**src/rtl/axi_rd_arb_pkg.sv**
```systemverilog
// axi_rd_arb_pkg: shared states, fixed AR sideband values and master indices for axi_rd_arbiter.
package axi_rd_arb_pkg;
    typedef enum logic [1:0] {IDLE, ADDR, DATA} arb_state_t;
    localparam logic [1:0] ARLOCK_DEF  = 2'b00;
    localparam logic [3:0] ARCACHE_DEF = 4'h0;
    localparam logic [2:0] ARPROT_DEF  = 3'h0;
    localparam int M_ICACHE   = 0;
    localparam int M_PREFETCH = 1;
    localparam int M_UNCACHED = 2;
    localparam int M_SPARE    = 3;
endpackage

```
**src/rtl/rd_arb_pick.sv**
```systemverilog
// rd_arb_pick: combinational winner select; AXI_RD_ARB_RR_EN selects round-robin, else fixed priority.
module rd_arb_pick
    import axi_rd_arb_pkg::*;
#(
    parameter int NREQ = 4
) (
    input  logic [NREQ-1:0] req,
    input  logic [1:0]      last_grant,
    output logic [1:0]      gnt_idx,
    output logic            gnt_any
);
    logic [1:0] start;
    logic [1:0] k;
`ifdef AXI_RD_ARB_RR_EN
    assign start = 2'((int'(last_grant) + 1) % NREQ);
`else
    // fixed priority always searches from master 0
    assign start = last_grant & 2'b00;
`endif
    always_comb begin
        gnt_idx = '0;
        gnt_any = 1'b0;
        k       = '0;
        for (int i = NREQ - 1; i >= 0; i--) begin
            k = 2'((int'(start) + i) % NREQ);
            if (req[k]) begin
                gnt_idx = k;
                gnt_any = 1'b1;
            end
        end
    end
endmodule

```
**src/rtl/axi_rd_arbiter.sv**
```systemverilog
// axi_rd_arbiter: shares one AXI3 read port among NREQ masters, one burst in flight; AXI_RD_ARB_RR_EN selects round-robin.
module axi_rd_arbiter
    import axi_rd_arb_pkg::*;
#(
    parameter int NREQ = 4,
    parameter int IDW  = 4
) (
    input  logic               aclk,
    input  logic               aresetn,
    input  logic [NREQ*IDW-1:0] s_arid,
    input  logic [NREQ*32-1:0] s_araddr,
    input  logic [NREQ*4-1:0]  s_arlen,
    input  logic [NREQ*3-1:0]  s_arsize,
    input  logic [NREQ*2-1:0]  s_arburst,
    input  logic [NREQ-1:0]    s_arvalid,
    output logic [NREQ-1:0]    s_arready,
    output logic [IDW-1:0]     s_rid,
    output logic [31:0]        s_rdata,
    output logic [1:0]         s_rresp,
    output logic               s_rlast,
    output logic [NREQ-1:0]    s_rvalid,
    input  logic [NREQ-1:0]    s_rready,
    output logic [IDW-1:0]     arid,
    output logic [31:0]        araddr,
    output logic [3:0]         arlen,
    output logic [2:0]         arsize,
    output logic [1:0]         arburst,
    output logic [1:0]         arlock,
    output logic [3:0]         arcache,
    output logic [2:0]         arprot,
    output logic               arvalid,
    input  logic               arready,
    input  logic [IDW-1:0]     rid,
    input  logic [31:0]        rdata,
    input  logic [1:0]         rresp,
    input  logic               rlast,
    input  logic               rvalid,
    output logic               rready,
    output logic [1:0]         owner,
    output logic               busy,
    output logic               err
);
    arb_state_t     state_q, state_d;
    logic [1:0]     owner_q, owner_d;
    logic [IDW-1:0] id_q, id_d;
    logic [3:0]     len_q, len_d;
    logic [3:0]     beat_q, beat_d;
    logic           err_q, err_d;
    logic [1:0]     gnt_idx;
    logic           gnt_any;

    // owner already holds the most recent winner, so it doubles as last_grant
    rd_arb_pick #(.NREQ(NREQ)) u_pick (
        .req        (s_arvalid),
        .last_grant (owner_q),
        .gnt_idx    (gnt_idx),
        .gnt_any    (gnt_any)
    );

    assign arid    = s_arid[owner_q*IDW +: IDW];
    assign araddr  = s_araddr[owner_q*32 +: 32];
    assign arlen   = s_arlen[owner_q*4 +: 4];
    assign arsize  = s_arsize[owner_q*3 +: 3];
    assign arburst = s_arburst[owner_q*2 +: 2];
    assign arlock  = ARLOCK_DEF;
    assign arcache = ARCACHE_DEF;
    assign arprot  = ARPROT_DEF;
    assign s_rid   = rid;
    assign s_rdata = rdata;
    assign s_rresp = rresp;
    assign s_rlast = rlast;
    assign owner   = owner_q;
    assign busy    = state_q != IDLE;
    assign err     = err_q;

    always_comb begin
        state_d   = state_q;
        owner_d   = owner_q;
        id_d      = id_q;
        len_d     = len_q;
        beat_d    = beat_q;
        err_d     = err_q;
        arvalid   = 1'b0;
        rready    = 1'b0;
        s_arready = '0;
        s_rvalid  = '0;
        unique case (state_q)
            IDLE: if (gnt_any) begin
                owner_d = gnt_idx;
                id_d    = s_arid[gnt_idx*IDW +: IDW];
                len_d   = s_arlen[gnt_idx*4 +: 4];
                beat_d  = '0;
                state_d = ADDR;
            end
            ADDR: begin
                arvalid            = s_arvalid[owner_q];
                s_arready[owner_q] = arready;
                state_d            = (s_arvalid[owner_q] && arready) ? DATA : ADDR;
            end
            DATA: begin
                s_rvalid[owner_q] = rvalid;
                rready            = s_rready[owner_q];
                if (rvalid && s_rready[owner_q]) begin
                    beat_d  = beat_q + 4'd1;
                    // rlast must coincide exactly with the beat numbered arlen
                    err_d   = err_q | (rid != id_q) | (rlast != (beat_q == len_q));
                    state_d = rlast ? IDLE : DATA;
                end
            end
            default: state_d = IDLE;
        endcase
    end

    always_ff @(posedge aclk or negedge aresetn) begin
        if (!aresetn) begin
            state_q <= IDLE;
            owner_q <= '0;
            id_q    <= '0;
            len_q   <= '0;
            beat_q  <= '0;
            err_q   <= 1'b0;
        end else begin
            state_q <= state_d;
            owner_q <= owner_d;
            id_q    <= id_d;
            len_q   <= len_d;
            beat_q  <= beat_d;
            err_q   <= err_d;
        end
    end
endmodule

```
**config.mk**
```make
export PLATFORM = sky130hd
export DESIGN_NAME = axi_rd_arbiter
export DESIGN_NICKNAME = d
export VERILOG_FILES = /design/src/rtl/axi_rd_arb_pkg.sv /design/src/rtl/rd_arb_pick.sv /design/src/rtl/axi_rd_arbiter.sv
export SDC_FILE = /design/constraint.sdc
export NUM_CORES = 1
export LEC_CHECK = 0
export CAP_MARGIN = 20
export CORE_AREA = 2 2 133 135
export CTS_CLUSTER_DIAMETER = 40
export DETAILED_ROUTE_END_ITERATION = 10
export DIE_AREA = 0 0 135 137
export SETUP_SLACK_MARGIN = 0.3
export SLEW_MARGIN = 10
export SYNTH_ARGS = -nofsm -noshare
export SYNTH_HDL_FRONTEND = slang
export SYNTH_SLANG_ARGS = --single-unit
```
**constraint.sdc**
```tcl
create_clock -name aclk -period 2.9 [get_ports aclk]
set_input_delay 0.58 -clock aclk [delete_from_list [all_inputs] [get_ports aclk]]
set_output_delay 0.58 -clock aclk [all_outputs]
set_load 0.02 [all_outputs]
```
==> results.yml, run 1 <==
outcome:
  status: "finished, final reports clean"
drt:
  ant_nets: 0
  vias: 2827
  drt-pass1-iter-count: 4
  wl_per_cell_um: 19.6
  vias_per_cell: 4.19
  drc_errors: 0
  drt-total-wl_mm: 13.2
  drt_first_iter_violations: 66
clock_tree:
  clockBufferDepth: 2
  cts_tree: "built"
  clk_pin_slew_ns: 0.05
  cts-hold-fix-buffers: 0
  root_buffer: "clkbuf_16"
  cts_inserted_buffers: 3
  clk_latency_ns: 0.25
  htreeDepth: 1
  clkSinkCount: 17
layout:
  regArea_um2: 430
  stdcell_count: 675
  final_common_cell: "clkdlybuf4s50_1"
  diodes: 0
  fin_nets: 683
  n_fill_cell: 1737
  final_cell_mix: "clkdlybuf4s50_1 (205), mux4_2 (47), dlymetal6s2s_1 (30)"
  syn_to_final_growth_pct: 107
  drive_gt1_share_pct: 16.9
  multiInputGateArea_um2: 1730
place:
  gp_congestion: 0.777
  portBuffers: 260
  dp_hpwl_mm: 11.4
  dpl.cell_count: 667
setup_path:
  critPathLaunchType: "input pin"
  cp.arrival_ns: 1.96
  timing.rr.end: "beat_q[2]"
  endpoint_kind: "primary output"
  slowest_stage: "mux4_2"
  critPathMaxStageDelay_ns: 0.51
  crit_path_max_fanout: 4
  r2r-start: "owner[0]"
  cp_data_required_time_ns: 2.32
  path_class: "in2out"
  ff2ff_setup_slack_ns: 0.86
  rr_worst_depth: 6
  crit_chain: "clkdlybuf4s50_1 > mux4_2 > inv_1 > nor3b_1 > clkdlybuf4s15_1"
worst_hold_path:
  holdPathStages: 2
  min_path_type: "reg2reg"
  hold_path_end: "id_q[1]"
  worstHoldStart: "id_q[1]"
global_route:
  grt_max_degree: 53
  grt_pass1_wl_mm: 18.1
  grt_pass1_vias: 3016
  antenna_found_initial: 3
  grt.total_usage_pct: 13.0
  grt-ovfl-total: 0
yosys:
  synth-simple-area-share_pct: 8.21
  syn_area_um2: 2590
  synthArstFlopShare_pct: 100
  seq_area_frac_synth_pct: 16.4
  syn_area_per_cell_um2: 11.7
  synth_top_family_by_area: "multiplexers"
  ys_warn_count: 0
  synth_edf_count: 0
  synth-compound-area-share_pct: 5.56
  synth.distinct_cells: 35
  ys_ff_latch: 17
  synthXorXnorAreaFrac_pct: 3.38
  muxShareOfSynthArea_pct: 47.9
  ys.flop_type: "dfrtp_1"
  netlist_instances: 222
  synth_adder_area_share_pct: 0.483
pwr:
  power_leakage_nw: 2.27
  total_power_mw: 3.67
  peakVddDrop_mv: 0.312
  p_per_area_nw_per_um2: 686
floorplan:
  dieArea_um2: 18500
  design.core.area_um2: 17100
  fp.dieW_um: 135
  start_util_pct: 15.2
  core.rowCount: 48
  pin_count: 338
  die_h_um: 137
timing:
  max_freq_ghz: 0.393
  finalCriticalPeriod_ns: 2.54
  hold_viol_final: 0
  slew_violations: 0
  rsz0062_at_grt: "false"
  period_share_pct: 87.7
  finClkSkew_ns: 0.00176
  setup_viol: 0
  setup_tns_ns: 0
run:
  max_cap_violations: 0
==> routing by layer <==
layer	vias up	routed length [um]	track usage, %
met5	-	41	0
met4	6	93	1.79
met3	12	1190	4.41
met2	162	7270	24.8
met1	1376	4630	14.3
li1	1271	-	-
==> registers in the layout, summed over array words and instances, names as in the netlist <==
signal	flops
len_q	4
state_q	2
owner	2
id_q	4
beat_q	4
err	1
==> timing repair <==
action / CTS / global route
setup endpoints to repair: 55 / 33
setup buffers: 3 / 1
resized for setup: 25 / 33
==> worst max-delay path: cells and delay by family <==
| kind | cells | cell delay (ns) |
|---|---|---|
| buf+inv | 3 | 0.82 |
| mux | 1 | 0.51 |
| simple gates | 1 | 0.05 |
==> kinds of logic (layout without fill, tap and decap cells) <==
family | count (synthesis) | count (layout)
other cells | 1 | 9
flops | 17 | 17
simple gates | 42 | 42
buf+inv | 68 | 288
compound gates | 18 | 18
xor+xnor | 10 | 10
mux | 65 | 65
fa+ha+maj | 1 | 1
==> where the power goes <==
part	switching [mW]	internal (mW)
Combinational	1.40	1.55
Sequential	0.0990	0.335
Clock	0.0920	0.187
==> area by class of cell <==
class / count / area share [%]
Sequential cell: 17 / 8.04
Inverter: 5 / 0.351
Multi-Input combinational cell: 145 / 32.3
Timing Repair Buffer: 279 / 52.5
Clock buffer: 4 / 1.47
Tap cell: 225 / 5.26
==> per-stage QoR <==
stage	util (%)	cell area, um^2	hold slack (ns)	setup WS (ns)
global placement	30.5	5200	0.501	0.0987
detailed placement	30.5	5200	0.500	0.103
global route	31.4	5350	0.546	0.303
CTS	30.9	5270	0.518	0.198
floorplan	-	2620	0.284	0.736
finish	31.4	5350	0.512	0.358
==> synth_stat cells, types with 2 or more instances <==
master,n,share of area [%]
xnor2_1,5,1.7
mux2i_1,17,6.6
buf_1,2,0.29
dfrtp_1,17,16
nor3b_1,3,0.87
nor2_1,11,1.6
nor3_1,2,0.39
buf_2,5,0.97
nand2_1,12,1.7
buf_6,3,1.3
o21ai_0,2,0.39
buf_4,48,14
mux4_2,47,41
nand3b_1,3,0.87
o21a_1,2,0.58
xor2_1,5,1.7
clkbuf_1,5,0.72
nand3_1,3,0.58
nand2b_1,3,0.72
o221ai_1,8,2.7
inv_1,5,0.72
==> how the worst max path moves through the flow <==
stage	startpoint	slack (ns)	cells after the start	endpoint
final	s_arvalid[3]	0.36	5	arvalid
after global routing	owner[0]	0.30	4	arid[3]
after CTS	owner[0]	0.20	3	arsize[1]
after detailed placement	s_arvalid[3]	0.10	5	arvalid
after global placement	s_arvalid[3]	0.1	5	arvalid
after floorplan	owner[0]	0.74	3	araddr[27]
Power figures use the tool's default switching activity.
==> run 2: changes to the inputs <==
Settings changed: CAP_MARGIN 20 to default.
==> results of run 2 <==
No change in the layout: final DEF, timing and power equal those of run 1.
